===== config.mk =====
export PLATFORM = sky130hd
export DESIGN_NAME = digit_render
export DESIGN_NICKNAME = d
export VERILOG_FILES = /design/src/rtl/digit_render_pkg.sv /design/src/rtl/digit_font_rom.sv /design/src/rtl/digit_render.sv
export SDC_FILE = /design/constraint.sdc
export NUM_CORES = 1
export LEC_CHECK = 0
export BUFFER_PORTS_ARGS = -buffer_cell sky130_fd_sc_hd__buf_2
export CORE_UTILIZATION = 25
export CTS_CLUSTER_DIAMETER = 40
export DETAILED_ROUTE_END_ITERATION = 7
export PLACE_DENSITY = 0.43
export RECOVER_POWER = 50
export SETUP_SLACK_MARGIN = 0.05
export SLEW_MARGIN = 10
export SYNTH_ARGS = -nofsm -noshare
export SYNTH_HDL_FRONTEND = slang
export SYNTH_SLANG_ARGS = --single-unit
export TNS_END_PERCENT = 100

===== constraint.sdc =====
create_clock -name clk_dr -period 4.6 [get_ports clk_dr]
set_input_delay 0.23 -clock clk_dr [delete_from_list [all_inputs] [get_ports clk_dr]]
set_output_delay 0.23 -clock clk_dr [all_outputs]
set_load 0.005 [all_outputs]

===== src/rtl/digit_render_pkg.sv =====
// Shared constants and types for the digit renderer.
package digit_render_pkg;

    localparam int unsigned GLYPH_W    = 32;
    localparam int unsigned GLYPH_H    = 32;
    localparam logic [7:0]  FG_DEFAULT = 8'hFF;
    localparam logic [7:0]  BG_DEFAULT = 8'h00;
    localparam int unsigned ACTIVE_W   = 640;
    localparam int unsigned ACTIVE_H   = 480;

    typedef logic [3:0] bcd_t;

    // Magnification is restricted to powers of two so coordinates scale by shifting.
    function automatic int unsigned scale_shift(int unsigned scale);
        return (scale >= 4) ? 2 : ((scale >= 2) ? 1 : 0);
    endfunction

endpackage


===== src/rtl/digit_font_rom.sv =====
// Registered glyph ROM: seven-segment style 32x32 digits, one 32-bit line per lookup.
// Bit 31 is the leftmost column; codes above 9 return an empty line.
module digit_font_rom
    import digit_render_pkg::*;
(
    input  logic               clk_dr,
    input  logic               rst_dr,
    input  logic [3:0]         digit_i,
    input  logic [4:0]         row_i,
    output logic [GLYPH_W-1:0] line_o
);

    // Bars occupy columns 6..25 (horizontal), 6..9 (left) and 22..25 (right).
    localparam logic [31:0] BarH = 32'h03FF_FFC0;
    localparam logic [31:0] BarL = 32'h03C0_0000;
    localparam logic [31:0] BarR = 32'h0000_03C0;

    bcd_t        digit;
    logic [6:0]  seg;  // {a, b, c, d, e, f, g}
    logic        top, mid, bot, upper, lower;
    logic [31:0] line_d, line_q;

    assign digit = digit_i;

    always_comb begin
        case (digit)
            4'd0:    seg = 7'b1111110;
            4'd1:    seg = 7'b0110000;
            4'd2:    seg = 7'b1101101;
            4'd3:    seg = 7'b1111001;
            4'd4:    seg = 7'b0110011;
            4'd5:    seg = 7'b1011011;
            4'd6:    seg = 7'b1011111;
            4'd7:    seg = 7'b1110000;
            4'd8:    seg = 7'b1111111;
            4'd9:    seg = 7'b1111011;
            default: seg = 7'b0000000;
        endcase
        top   = (row_i >= 5'd2)  && (row_i <= 5'd5);
        mid   = (row_i >= 5'd14) && (row_i <= 5'd17);
        bot   = (row_i >= 5'd26) && (row_i <= 5'd29);
        upper = (row_i >= 5'd2)  && (row_i <= 5'd17);
        lower = (row_i >= 5'd14) && (row_i <= 5'd29);
        line_d = '0;
        if (seg[6] && top)   line_d = line_d | BarH;
        if (seg[5] && upper) line_d = line_d | BarR;
        if (seg[4] && lower) line_d = line_d | BarR;
        if (seg[3] && bot)   line_d = line_d | BarH;
        if (seg[2] && lower) line_d = line_d | BarL;
        if (seg[1] && upper) line_d = line_d | BarL;
        if (seg[0] && mid)   line_d = line_d | BarH;
    end

    always_ff @(posedge clk_dr) begin
        if (rst_dr) begin
            line_q <= '0;
        end else begin
            line_q <= line_d;
        end
    end

    assign line_o = line_q;

endmodule


===== src/rtl/digit_render.sv =====
// Three-stage pixel renderer for a row of BCD digits with frame-synchronous updates.
// Optional per-cell blinking is enabled by defining DIGIT_RENDER_BLINK_EN.
module digit_render
    import digit_render_pkg::*;
#(
    parameter int unsigned NUM_DIGITS = 4,
    parameter int unsigned SCALE      = 2,
    parameter int unsigned X0         = 128,
    parameter int unsigned Y0         = 96,
    parameter int unsigned GAP        = 8,
    parameter logic [7:0]  FG_COLOR   = FG_DEFAULT,
    parameter logic [7:0]  BG_COLOR   = BG_DEFAULT
) (
    input  logic                    clk_dr,
    input  logic                    rst_dr,
    input  logic [9:0]              h_index,
    input  logic [9:0]              v_index,
    input  logic                    visible_in,
    input  logic                    frame_sync_in,
    input  logic [4*NUM_DIGITS-1:0] digits_in,
    input  logic [NUM_DIGITS-1:0]   blink_mask_in,
    output logic [7:0]              color_out
);

    localparam int unsigned CELL_W = GLYPH_W * SCALE;
    localparam int unsigned CELL_H = GLYPH_H * SCALE;
    localparam int unsigned PITCH  = CELL_W + GAP;
    localparam int unsigned SHIFT  = scale_shift(SCALE);

    logic [4*NUM_DIGITS-1:0] shadow_q, shadow_d;
    logic [NUM_DIGITS-1:0]   blink_cells;
    logic                    blink_on;

    logic        vis1_q, vis1_d, hit1_q, hit1_d;
    logic [2:0]  idx1_q, idx1_d;
    logic [4:0]  row1_q, row1_d, col1_q, col1_d;
    logic        vis2_q, vis2_d, hit2_q, hit2_d, blank2_q, blank2_d;
    logic [4:0]  col2_q, col2_d;
    logic [7:0]  color_q, color_d;
    logic [31:0] dx, dy, line;
    logic        in_area;
    bcd_t        dig_sel;

    assign shadow_d = frame_sync_in ? digits_in : shadow_q;

`ifdef DIGIT_RENDER_BLINK_EN
    logic [NUM_DIGITS-1:0] blink_q, blink_d;
    logic [5:0]            frame_cnt_q, frame_cnt_d;

    always_comb begin
        blink_d     = frame_sync_in ? blink_mask_in : blink_q;
        frame_cnt_d = frame_sync_in ? frame_cnt_q + 6'd1 : frame_cnt_q;
    end

    always_ff @(posedge clk_dr) begin
        if (rst_dr) begin
            blink_q     <= '0;
            frame_cnt_q <= '0;
        end else begin
            blink_q     <= blink_d;
            frame_cnt_q <= frame_cnt_d;
        end
    end

    assign blink_cells = blink_q;
    assign blink_on    = frame_cnt_q[5];
`else
    logic unused_blink_mask;
    assign unused_blink_mask = ^blink_mask_in;
    assign blink_cells       = '0;
    assign blink_on          = 1'b0;
`endif

    // Stage 1: locate the cell; out-of-range offsets wrap to huge values and miss.
    always_comb begin
        hit1_d  = 1'b0;
        idx1_d  = '0;
        col1_d  = '0;
        dx      = '0;
        vis1_d  = visible_in;
        dy      = 32'(v_index) - Y0;
        row1_d  = 5'(dy >> SHIFT);
        in_area = (32'(h_index) < ACTIVE_W) && (32'(v_index) < ACTIVE_H) && (dy < CELL_H);
        for (int i = 0; i < NUM_DIGITS; i++) begin
            dx = 32'(h_index) - (X0 + 32'(i) * PITCH);
            if (in_area && (dx < CELL_W)) begin
                hit1_d = 1'b1;
                idx1_d = 3'(i);
                col1_d = 5'(dx >> SHIFT);
            end
        end
    end

    // Stage 2 inputs: shadow digit and blink state for the stage-1 cell.
    always_comb begin
        dig_sel  = 4'hF;
        blank2_d = 1'b0;
        for (int i = 0; i < NUM_DIGITS; i++) begin
            if (idx1_q == 3'(i)) begin
                dig_sel  = shadow_q[4*(NUM_DIGITS-1-i) +: 4];
                blank2_d = blink_cells[i] & blink_on;
            end
        end
        vis2_d = vis1_q;
        hit2_d = hit1_q;
        col2_d = col1_q;
    end

    digit_font_rom u_font_rom (
        .clk_dr  (clk_dr),
        .rst_dr  (rst_dr),
        .digit_i (dig_sel),
        .row_i   (row1_q),
        .line_o  (line)
    );

    always_comb begin
        color_d = 8'h00;
        if (vis2_q) begin
            color_d = (hit2_q && !blank2_q && line[5'd31 - col2_q]) ? FG_COLOR : BG_COLOR;
        end
    end

    always_ff @(posedge clk_dr) begin
        if (rst_dr) begin
            shadow_q <= '0;
            vis1_q   <= 1'b0;
            hit1_q   <= 1'b0;
            idx1_q   <= '0;
            row1_q   <= '0;
            col1_q   <= '0;
            vis2_q   <= 1'b0;
            hit2_q   <= 1'b0;
            blank2_q <= 1'b0;
            col2_q   <= '0;
            color_q  <= 8'h00;
        end else begin
            shadow_q <= shadow_d;
            vis1_q   <= vis1_d;
            hit1_q   <= hit1_d;
            idx1_q   <= idx1_d;
            row1_q   <= row1_d;
            col1_q   <= col1_d;
            vis2_q   <= vis2_d;
            hit2_q   <= hit2_d;
            blank2_q <= blank2_d;
            col2_q   <= col2_d;
            color_q  <= color_d;
        end
    end

    assign color_out = color_q;

endmodule


[Word-level counts from Yosys, hierarchy flattened]
Memory sizes are Yosys's and may differ from the RTL's.
Index checks and enable logic that the tools add are counted.
Storage, ports and cells
  ROM bits: 112
  flip-flop bits (word level): 78
  logic and storage cells: 84
  input port bits: 44
  memories: 1
Memories
  (no name shown): depth 16, width 7, read ports 1, clocked after Yosys merged registers in 0, write ports 0, line digit_font_rom.sv:26  | case (digit)
Cells by class
  bitwise gates (word level): 1
  eq/ne operators: 3
  $add $sub $neg: 6
  multiplexer cells: 25
  reductions and logical operators: 22
  magnitude comparators: 14
Operators with widths (count)
  < comparator 32 x 7 -> 1 bit, second input constant: 5
  two-way mux 26 bit: 5
  subtractor 10 x 8 -> 11 bit, second input constant: 2
  subtractor 10 x 9 -> 11 bit, second input constant: 2
  two-way mux 10 bit: 2
  two-way mux 5 bit: 4
  logical AND 1 bit: 19
  two-way mux 4 bit: 4
  subtractor 10 x 7 -> 11 bit, second input constant: 1
  less-or-equal comparator 5 bit, second input constant: 2
  < comparator 10 bit, second input constant: 1
  < comparator 10 x 9 -> 1 bit, second input constant: 1
  two-way mux 8 bit: 1
  equality test 3 x 2 -> 1 bit, second input constant: 2
  < comparator 5 x 6 -> 1 bit, second input constant: 1
  two-way mux 1 bit: 6
  binary-select mux 1 bit (select 5 bit): 1
  greater-or-equal comparator 5 x 2 -> 1 bit, second input constant: 1
  greater-or-equal comparator 5 x 4 -> 1 bit, second input constant: 1
  greater-or-equal comparator 5 bit, second input constant: 1
  less-or-equal comparator 5 x 3 -> 1 bit, second input constant: 1
  subtractor 5 bit, first input constant: 1
  two-way mux 2 bit: 2
  equality test 3 x 1 -> 1 bit, second input constant: 1
  4 further kinds: 4

[Depth between registers and ports, before layout]
Gate-level depths: netlist (run 1).
An unclocked memory read counts as a cell.
  depth in word-level cells: 14
  mapped depth: 10
  depth with buffers taken out: 9

[By module]
Synthesis (run 1) repeated with hierarchy kept, for this count alone.
Second synthesis, totals
  cell total of the unflattened synthesis: 276
  area, all modules: 2673.8 sq um
Modules (own cells, without submodules)
  digit_render: times used 1, area each 2038.2 sq um, sequential area each 760.7 sq um, cells an instance 192
  digit_font_rom: times used 1, area each 635.6 sq um, sequential area each 60.1 sq um, cells an instance 84

[Worst setup path after synthesis (run 1)]
OpenSTA, ideal clock, no wires.
  path kind: register to register
  start point: register idx1_q[0]
  end point: register u_font_rom.line_q[24], in the netlist u_font_rom.line_o[24]
  arrival time: 2.011 ns
  clock period less this slack: 2.137 ns
  stages on the path, launching flop included: 10
  slack: 2.463 ns
  data required time: 4.474 ns
  path buffers: 0
  library setup time: 0.126 ns
  path through: dfxtp_1 -> mux4_1 -> inv_1 -> ha_1 -> nand2_4 -> o21ai_2 -> o211ai_2 -> a21oi_1 -> o21a_1 -> o21bai_1
Between the ends
  cells in the longest elaborated chain, start to end: 12
  elaborated cells between the ends (all ways): 19
  those cells by class: eq/ne (3); mux (9); reduce/logical (6); memory (1)
RTL lines
  from (decl): line digit_render.sv:35  | logic [2:0] idx1_q, idx1_d;
  from (signal assigned): line digit_render.sv:141  | idx1_q <= idx1_d;
  zero test 3 bit: line digit_render.sv:99  | if (idx1_q == 3'(i)) begin
  two-way mux 4 bit (3 in series): line digit_render.sv:99
  two-way mux 4 bit *: line digit_render.sv:99
  memory read (16 x 7 bit) *
  logical AND 1 bit: line digit_font_rom.sv:45  | if (seg[6] && top) line_d = line_d | BarH;
  two-way mux 26 bit: line digit_font_rom.sv:45
  two-way mux 26 bit: line digit_font_rom.sv:48  | if (seg[3] && bot) line_d = line_d | BarH;
  two-way mux 26 bit: line digit_font_rom.sv:49  | if (seg[2] && lower) line_d = line_d | BarL;
  two-way mux 26 bit: line digit_font_rom.sv:50  | if (seg[1] && upper) line_d = line_d | BarL;
  two-way mux 26 bit *: line digit_font_rom.sv:51  | if (seg[0] && mid) line_d = line_d | BarH;
  to (signal assigned): line digit_font_rom.sv:58  | line_q <= line_d;
  to (decl): line digit_font_rom.sv:21  | logic [31:0] line_d, line_q;
Mark *: on every way between the ends. The rest lies on a longest branch, timed or not.
A chain may end at the register's enable or synchronous reset.

[Final worst setup path (run 1)]
Ends and elaborated chain as after synthesis.

==> results of run 1 <==
## how the worst max path moves through the flow
stage	depth (start not counted)	to	slack, ns	from
2_1_floorplan	9	u_font_rom.line_o[24]	2.46	idx1_q[0]
3_3_place_gp	9	u_font_rom.line_o[24]	2.19	idx1_q[0]
3_5_place_dp	9	u_font_rom.line_o[24]	2.19	idx1_q[0]
4_1_cts	9	u_font_rom.line_o[24]	2.15	idx1_q[0]
5_1_grt	9	u_font_rom.line_o[24]	2.00	idx1_q[0]
6_report	9	u_font_rom.line_o[24]	2.15	idx1_q[0]
## cell type report
class | instances | area [um^2]
well taps | 105 | 131
multi-input cells | 175 | 1280
clock buffers | 5 | 68.8
clock inverters | 3 | 21.3
fillers | 882 | 5820
inverters | 10 | 37.5
flip-flops and latches | 38 | 761
repair buffers | 43 | 214
## power breakdown
group	internal, W	switching [W]	leakage [nW]
sequential	0.000343	0.00000850	0.312
combinational	0.0000489	0.0000570	0.743
clock	0.000106	0.000121	0.0441
total	0.000499	0.000187	1.10
## logic make-up (layout without fill, tap and decap cells)
kind of cell,after synthesis,after routing
flip-flops,38,38
AO/OA/AOI/OAI,52,52
buffers and inverters,26,61
XOR/XNOR,6,6
multiplexers,23,23
AND/OR/NAND/NOR,80,80
adder cells (fa/ha/maj),14,14
## stage by stage
step | util (%) | setup WS, ns
2_1_floorplan | - | 2.46
3_3_place_gp | 29.1 | 2.19
3_5_place_dp | 29.1 | 2.19
4_1_cts | 30.2 | 2.15
5_1_grt | 30.2 | 2.00
6_report | 30.2 | 2.15
## cell usage in the layout (no fill, tap or decap), types with 3 or more instances in the layout
| cell type | n |
|---|---|
| nand3_1 | 4 |
| dfxtp_1 | 38 |
| o21ai_0 | 14 |
| inv_1 | 10 |
| ha_1 | 14 |
| clkbuf_8 | 5 |
| mux2i_1 | 18 |
| nand2b_1 | 5 |
| nor2b_1 | 15 |
| a21oi_1 | 13 |
| buf_2 | 42 |
| o21bai_1 | 4 |
| nand2_1 | 12 |
| xor2_1 | 4 |
| nor2_1 | 28 |
| mux4_1 | 3 |
## layer usage
layer	vias to the layer above	share of wire, %	GRT usage (%)
li1	894	-	-
met1	783	49	13.3
met2	35	45	16.5
met3	7	3.9	2.63
met4	0	1.6	4.55
met5	-	0	0
## synthesized netlist by cell type, types with 2 or more instances
cell | n | share of area (%)
nand2_1 | 12 | 2.1
nor3b_1 | 2 | 0.69
buf_4 | 7 | 2.4
nand2b_1 | 5 | 1.4
nor2_1 | 28 | 4.8
a31oi_1 | 2 | 0.57
inv_1 | 10 | 1.7
nor2b_1 | 15 | 4.3
dfxtp_1 | 38 | 35
o21bai_1 | 4 | 1.4
xnor2_1 | 2 | 0.80
mux2i_1 | 18 | 8.3
o31ai_1 | 2 | 0.69
o211ai_1 | 2 | 0.69
a21oi_1 | 13 | 3.0
mux4_1 | 3 | 3.6
nor3_1 | 2 | 0.46
clkbuf_1 | 4 | 0.69
nor4_1 | 2 | 0.57
ha_1 | 14 | 8.0
buf_2 | 2 | 0.46
and2_1 | 2 | 0.57
xor2_1 | 4 | 1.6
nand3_1 | 4 | 0.92
a221oi_1 | 2 | 0.80
buf_1 | 2 | 0.34
o21ai_0 | 14 | 3.2
nand3b_1 | 2 | 0.69
## critical path, stage by stage (launching register included)
cell,delay (ns)
dfxtp_1,0.47
mux4_1,0.70
inv_1,0.13
ha_1,0.28
nand2_4,0.09
o21ai_2,0.06
o211ai_2,0.13
a21oi_1,0.09
o21a_1,0.19
o21bai_1,0.15
## sequential cells by signal, indices dropped and copies added (netlist names)
register and count:
shadow_q 16, col1_q 4, col2_q 4, row1_q 4, u_font_rom.line_o 3, idx1_q 2
color_out 1, hit1_q 1, hit2_q 1, vis1_q 1, vis2_q 1
==> run_results.csv, run 1 <==
group,metric,value,unit
run_status,status,"complete, but fails checks",
run_status,violations,"max-capacitance violations, max-slew violations",
yosys,synthMuxAreaShare,13.4,%
clock_tree,cts.clk_slew.worst_paths,0.08,ns
sta,finalCritPeriodShare,53.2,%
die,rows,33,
clock_tree,clk_path_buf_depth,2,
sta,slew_headroom,-6.26,%
yosys,yosys_register_bits,38,
die,start_util,26.1,%
yosys,synthSimpleGateAreaFrac,19.4,%
power_and_ir_drop,power,0.000685,W
route,wirelength,4270,um
global_route,grtUsageTotal,10.4,%
worst_setup_path,ff2ff_path_depth,9,
layout,stdcell_count,379,
clock_tree,clock-sinks,38,
worst_setup_path,endpoint_kind,"register",
clock_tree,ctsHtreeMaxLevel,2,
power_and_ir_drop,powerDensity,272,nW/um^2
global_route,grt_first_pass_wirelength,7470,um
worst_hold_path,hold_depth,2,
worst_setup_path,worstPathMaxFanout,5,
yosys,yosys.cell_types.count,50,
run,maxCapViolations,1,
worst_setup_path,r2r_end,"u_font_rom.line_o[24]",
route,drc,0,
clock_tree,cts_buffers,5,
sta,slew_violations,37,
yosys,synthAdderAreaFrac,8.04,%
worst_setup_path,required,4.72,ns
worst_setup_path,cp.arrival,2.57,ns
die,die_h,95.3,um
worst_hold_path,min_path_type,"input pin to register",
clock_tree,cts_root_buf,"clkbuf_8",
route,post_drt_wl_per_cell,11.3,um
worst_setup_path,worstSetupStartpointType,"register",
yosys,synth.avg_cell_area,9.11,um^2
die,die_w,95.3,um
worst_setup_path,criticalPathCategory,"register to register",
sta,finalHoldViolations,0,
clock_tree,postCtsSetupBuffers,0,
power_and_ir_drop,irDropWorstVdd,84.6,uV
clock_tree,cts_tree,"done",
clock_tree,cts_hold_buf,0,
global_route,grt_pass1_vias,1624,
place,gp_congestion,0.813,
die,io-pin-count,52,
route,viasPerCell,4.54,
worst_hold_path,hold_path_end,"row1_q[4]",
yosys,seq_area_frac_synth,34.9,%
layout,drive_gt1_share,21.2,%
layout,final_nets,331,
yosys,synth-compound-area-share,15.6,%
place,placed_cells,371,
sta,hold_ws,0.121,ns
worst_setup_path,r2r-start,"idx1_q[0]",
route,drt-initial-drc-count,84,
global_route,grt_max_degree,37,
route,drt_first_pass_iters,4,
yosys,synthCells,239,
yosys,netlist_area,2180,um^2
yosys,synth_top_family_by_area,"simple AND/OR/NAND/NOR gates",
clock_tree,post_cts_resized,0,
place,port_buffers,43,
power_and_ir_drop,p_leak,1.10,nW
place,placedInstanceArea,2430,um^2
yosys,synth_flop_cell,"dfxtp_1",
die,core,8340,um^2
layout,area_growth,15.6,%
sta,worst_slew_pin_slew,1.59,ns
sta,fmax,409,MHz
sta,tns,0,ns
die,dieArea,9090,um^2
yosys,yosys_warnings,0,
layout,final_cell_area,2520,um^2
yosys,synth_nets,297,
yosys,synth_xor_area_share,2.41,%
sta,rsz0062_at_grt,"false",
global_route,antenna_found_initial,0,
clock_tree,clock_latency,0.29,ns
route,vias,1719,
sta,post-route-min-period,2.45,ns
worst_hold_path,min-delay-start,"v_index[5]",
worst_setup_path,ff2ff_setup_slack,2.15,ns
yosys,synth_edf_count,0,
yosys,async_flop_share,0,%
route,drtAntennaViolNets,0,
layout,antennaDiodeCount,0,
sta,setup_viol,0,
place,dpl.hpwl,3220,um
sta,skew,0.00991,ns
global_route,grt_remaining_overflow,0,
(Power assumes the default switching activity.)
==> run 2: changes to the inputs <==
- ABC_AREA: not set -> 1
- clock period: 4.6 -> 2.5 ns (I/O delays scaled with it)
==> run 2 against run 1 <==
Against the previous run:
- via count rose by 14%
- the flow now finishes without violations
- sequential share of layout area fell by 2.1 points
- flip-flop and latch count did not move
- worst hold slack got worse by 0.081 ns
- critical path type unchanged
- largest cell class unchanged
- register-to-register slack got worse by 1.7 ns
- first-iteration DRC count fell by 36%
==> run_results.csv, run 2 <==
group,metric,value,unit
run_status,status,"finished clean",
sta,skew,0.00293,ns
yosys,seq_area_frac_synth,32.8,%
yosys,synthCells,321,
die,rows,34,
clock_tree,post_cts_resized,0,
yosys,yosys.cell_count.top_type,"nor2_1",
yosys,yosys_register_bits,38,
power_and_ir_drop,irDropWorstVdd,184,uV
clock_tree,cts_root_buf,"clkbuf_8",
layout,area_growth,16.7,%
die,dieArea,9660,um^2
place,port_buffers,43,
worst_setup_path,cp_common_cell,"nor2_1",
clock_tree,cts_buffers,5,
yosys,synth_area_leader_cell,"dfxtp_1",
die,die_h,98.3,um
clock_tree,clk_path_buf_depth,2,
sta,worst_slew_pin_slew,0.811,ns
yosys,synthSimpleGateAreaFrac,33.2,%
place,dpl.hpwl,3710,um
yosys,synth-compound-area-share,13.1,%
clock_tree,ctsHtreeMaxLevel,2,
layout,nFillCells,1000,
die,start_util,26.2,%
layout,layout_commonest_cell,"nor2_1",
yosys,synth.avg_cell_area,7.22,um^2
worst_setup_path,cp.arrival,2.18,ns
worst_setup_path,cpPeakStageDelay,0.53,ns
sta,slew_headroom,45.9,%
clock_tree,cts_tree,"done",
global_route,grt_pass1_vias,1931,
sta,setup_viol,0,
die,die_w,98.3,um
place,placed_cells,459,
yosys,synthTopCellsByArea,"dfxtp_1, nor2_1, nand2_1",
die,core,8850,um^2
layout,top_register,"shadow_q",
clock_tree,clock-sinks,38,
yosys,yosys.cell_types.count,37,
clock_tree,cts.clk_slew.worst_paths,0.07,ns
place,gp_congestion,0.772,
yosys,synth_top_family_by_area,"simple AND/OR/NAND/NOR gates",
yosys,synthMuxAreaShare,0.486,%
worst_setup_path,endpoint_kind,"register",
power_and_ir_drop,p_leak,1.30,nW
worst_setup_path,worstPathMaxFanout,8,
yosys,synth_edf_count,0,
layout,final_nets,416,
yosys,synth_xor_area_share,1.89,%
sta,rsz0062_at_grt,"false",
yosys,synth_top_area_share,32.8,%
yosys,synth_flop_cell,"dfxtp_1",
route,drt-initial-drc-count,54,
worst_setup_path,worstSetupStartpointType,"register",
layout,drive_gt1_share,24.9,%
sta,slew_violations,0,
sta,finalCritPeriodShare,81.3,%
sta,fmax,492,MHz
layout,final_cell_mix,"nor2_1, nand2_1, buf_2",
yosys,synth_nets,379,
power_and_ir_drop,powerDensity,520,nW/um^2
route,drtAntennaViolNets,0,
route,drt_first_pass_iters,5,
layout,largest_reg_flops,16,
route,post_drt_wl_per_cell,10.3,um
route,drc,0,
sta,hold_ws,0.0404,ns
route,viasPerCell,4.20,
global_route,grt_max_degree,22,
worst_setup_path,worstPathCellList,"nand2_2 -> nor2_1 -> o21ai_0 -> o21ai_0 -> ha_1 -> nand3_1 -> nand3_1 -> nand3_2 -> nand3_2 -> nor2_1 -> nor2_1",
worst_setup_path,cp_slowest_cell,"dfxtp_1",
global_route,antenna_found_initial,0,
layout,antennaDiodeCount,0,
die,io-pin-count,52,
clock_tree,cts_hold_buf,0,
worst_setup_path,criticalPathCategory,"register to register",
route,wirelength,4790,um
yosys,yosys_warnings,0,
sta,tns,0,ns
run,maxCapViolations,0,
clock_tree,clock_latency,0.28,ns
clock_tree,postCtsSetupBuffers,0,
sta,post-route-min-period,2.03,ns
yosys,netlist_area,2320,um^2
worst_hold_path,min_path_type,"input pin to register",
layout,stdcell_count,466,
route,vias,1958,
worst_setup_path,required,2.64,ns
global_route,grt_remaining_overflow,0,
global_route,grt_first_pass_wirelength,8270,um
yosys,synthAdderAreaFrac,7.56,%
yosys,async_flop_share,0,%
global_route,grtUsageTotal,10.6,%
layout,fin_util,30.6,%
yosys,synth_commonest_cells,"nor2_1, nand2_1, dfxtp_1, inv_1, o21ai_0",
sta,finalHoldViolations,0,
-- run 2: path summary, 6_finish.rpt --
kind                                 start                     to  slack, ns  depth (start not counted)
worst max-delay path             idx1_q[0]  u_font_rom.line_o[24]       0.47                         11
worst min-delay path            v_index[5]              row1_q[4]       0.04                          2
worst max register to register   idx1_q[0]  u_font_rom.line_o[24]       0.47                         11
worst min register to register   col1_q[1]              col2_q[1]       0.40                          2
-- run 2: cell type report --
type	count	area, um^2	share of cell area (%)
multi-input cells	223	1310	48.2
well taps	108	135	4.99
inverters	46	173	6.38
flip-flops and latches	38	761	28.1
clock inverters	1	30.0	1.11
repair buffers	44	220	8.14
clock buffers	6	82.6	3.05
-- run 2: routing by layer --
metal  up-vias  track usage (%)  part of all wire [%]
met1       854             13.2                    51
met4         0             3.79                   1.2
met3         5             2.15                   2.3
met5         -                0                     0
li1       1082                -                     -
met2        17             17.9                    46
-- run 2: per-stage QoR --
step	worst slack, ns	power (W)	instance area, um^2
2_1_floorplan	0.780	0.000818	2320
3_3_place_gp	0.556	0.000892	2600
3_5_place_dp	0.516	0.000894	2600
4_1_cts	0.497	0.00143	2710
5_1_grt	0.288	0.00149	2710
6_report	0.468	0.00141	2710
-- run 2: logic make-up after synthesis --
logic type               count (synthesis)
AO/OA/AOI/OAI                           50
flip-flops                              38
AND/OR/NAND/NOR                        153
buffers and inverters                   60
multiplexers                             1
adder cells (fa/ha/maj)                 14
XOR/XNOR                                 5
-- run 2: power by group --
group,leakage [nW],switching [W],internal [W]
Sequential,0.313,0.0000135,0.000635
Clock,0.0573,0.000212,0.000319
Combinational,0.927,0.000138,0.0000893
Total,1.30,0.000364,0.00104
-- run 2: worst max-delay path, delay by kind of cell (launching register included) --
kind	cells	cell delay (ns)
AO/OA/AOI/OAI	2	0.29
adder cells (fa/ha/maj)	1	0.30
flip-flops	1	0.53
AND/OR/NAND/NOR	8	0.77
==> run 3: changes to the inputs <==
- PLACE_DENSITY: 0.43 -> 0.45
- clock period: 2.5 -> 1.8 ns (I/O delays scaled with it)
==> run 3 against run 2 <==
Against the previous run:
- highest routed layer unchanged
- fmax grew 15%
- first-iteration DRC count rose by 33%
- critical path depth grew 3
- combinational power increased by 55%
- clock skew is 0.0050 ns higher
- via count increased by 6.4%
==> run_results.csv, run 3 (synthesized netlist as in run 2, its figures left out) <==
group,metric,value,unit
place,gp_congestion,0.788,
sta,tns,0,ns
global_route,grtUsageTotal,10.8,%
die,die_w,98.3,um
route,wirelength,4970,um
worst_setup_path,path_buf_inv,5,
sta,post-route-min-period,1.77,ns
die,rows,34,
clock_tree,clk_path_buf_depth,2,
die,die_h,98.3,um
sta,setup_viol,0,
place,dp_slack,-0.0555,ns
route,post_drt_wl_per_cell,10.2,um
layout,layout_commonest_cell,"nor2_1",
worst_setup_path,required,1.97,ns
die,io-pin-count,52,
worst_setup_path,cpPeakStageDelay,0.36,ns
global_route,grt_pass1_vias,2040,
worst_setup_path,critPathTopFamily,"simple AND/OR/NAND/NOR gates",
global_route,grt_remaining_overflow,0,
layout,nFillCells,977,
sta,skew,0.00788,ns
sta,slew_headroom,59.9,%
sta,finalCritPeriodShare,98.2,%
clock_tree,clock-sinks,38,
worst_setup_path,worst-path-stages,14,
run,maxCapViolations,0,
sta,fmax,566,MHz
global_route,grt_first_pass_wirelength,8570,um
place,port_buffers,43,
global_route,top_usage_layer,"met2",
worst_setup_path,ff2ff_path_depth,14,
global_route,grt_max_degree,22,
worst_setup_path,worstPathMaxFanout,5,
clock_tree,cts.clk_slew.worst_paths,0.08,ns
clock_tree,cts_root_buf,"clkbuf_8",
power_and_ir_drop,powerDensity,671,nW/um^2
die,core,8850,um^2
worst_setup_path,worstSetupStartpointType,"register",
worst_setup_path,worstPathCellList,"inv_4 -> buf_4 -> nand2_1 -> nand3_2 -> nand3_4 -> buf_6 -> buf_4 -> buf_4 -> nand2_4 -> nand2_4 -> nand3_2 -> nand3_2 -> nor2_1 -> nor2_1",
layout,final_cell_mix,"nor2_1, nand2_1, buf_2",
sta,setup_slack,0.0322,ns
power_and_ir_drop,p_leak,1.42,nW
route,viasPerCell,4.29,
clock_tree,clock_latency,0.29,ns
layout,largest_reg_flops,16,
global_route,antenna_found_initial,0,
route,drc,0,
place,placed_cells,470,
sta,rsz0062_at_grt,"true",
layout,final_nets,435,
worst_hold_path,min_path_type,"input pin to register",
route,drtAntennaViolNets,0,
clock_tree,cts_buffers,5,
place,dpl.hpwl,3780,um
clock_tree,ctsHtreeMaxLevel,2,
power_and_ir_drop,irDropWorstVdd,242,uV
worst_hold_path,hold_depth,3,
worst_setup_path,endpoint_kind,"register",
global_route,use_met1,12.3,%
worst_setup_path,criticalPathCategory,"register to register",
route,drt-initial-drc-count,72,
clock_tree,cts_tree,"done",
worst_setup_path,cp_slowest_cell,"dfxtp_4",
global_route,use_met2,19.8,%
layout,stdcell_count,486,
run_status,status,"finished clean",
layout,top_register,"shadow_q",
die,start_util,26.2,%
route,drt_first_pass_iters,4,
sta,worst_slew_pin_slew,0.602,ns
die,dieArea,9660,um^2
global_route,met3_usage,1.65,%
layout,fin_util,33.1,%
sta,slew_violations,0,
route,vias,2083,
layout,antennaDiodeCount,0,
sta,finalHoldViolations,0,
layout,area_growth,26.4,%
worst_setup_path,cp.arrival,1.94,ns
layout,drive_gt1_share,31.5,%
[run 3: cell count changes in the layout (fill, tap and decap cells not counted), sizes merged]
cell	before	now
clkinv	1	3
clkbuf	8	6
buf	42	59
dlygate4sd3	0	3
[run 3: layer usage]
| layer | vias to the layer above | share of wire, % |
|---|---|---|
| met3 | 7 | 1.8 |
| met2 | 17 | 49 |
| li1 | 1125 | - |
| met1 | 934 | 47 |
| met5 | - | 0 |
| met4 | 0 | 2.0 |
[run 3: stage by stage]
step                      instance area [um^2]  hold slack [ns]  total power, W
after floorplan                           2320            0.162         0.00114
final                                     2930          0.00750         0.00197
after CTS                                 2830         0.000112         0.00198
after global routing                      2930           0.0103         0.00207
after detailed placement                  2680            0.302         0.00125
after global placement                    2680            0.303         0.00125
[run 3: power by group]
| group | total (W) | switching (W) | internal [W] | leakage (nW) |
|---|---|---|---|---|
| clock | 0.000712 | 0.000304 | 0.000408 | 0.0579 |
| sequential | 0.000900 | 0.0000194 | 0.000881 | 0.314 |
| combinational | 0.000354 | 0.000205 | 0.000149 | 1.05 |
| total | 0.00197 | 0.000528 | 0.00144 | 1.42 |
[run 3: worst paths after layout]
check | from | endpoint | slack (ns)
worst max-delay path | idx1_q[1] | u_font_rom.line_o[24] | 0.03
worst min-delay path | v_index[2] | row1_q[1] | 0.008
worst max register to register | idx1_q[1] | u_font_rom.line_o[24] | 0.03
worst min register to register | col1_q[3] | col2_q[3] | 0.40
[run 3: layout make-up]
class                      count  area [um^2]  share of cell area, %
multi-input combinational    223         1370                   46.6
sequential                    38          766                   26.1
timing repair buffer          63          379                   12.9
inverter                      46          178                   6.06
tap                          108          135                   4.61
clock buffer                   5         68.8                   2.35
clock inverter                 3         40.0                   1.37
[run 3: what timing repair did]
item / 4_1_cts / 5_1_grt
hold endpoints to repair: 3 / 0
pin swaps: 4 / 7
endpoints found under the setup margin: 3 / 3
setup buffers: 1 / 4
gates resized for setup: 5 / 17
hold buffers: 3 / 0
[run 3: worst min-delay path, delay by kind of cell]
kind	cells	cell delay, ns
buffers and inverters	2	0.11
AND/OR/NAND/NOR	1	0.06
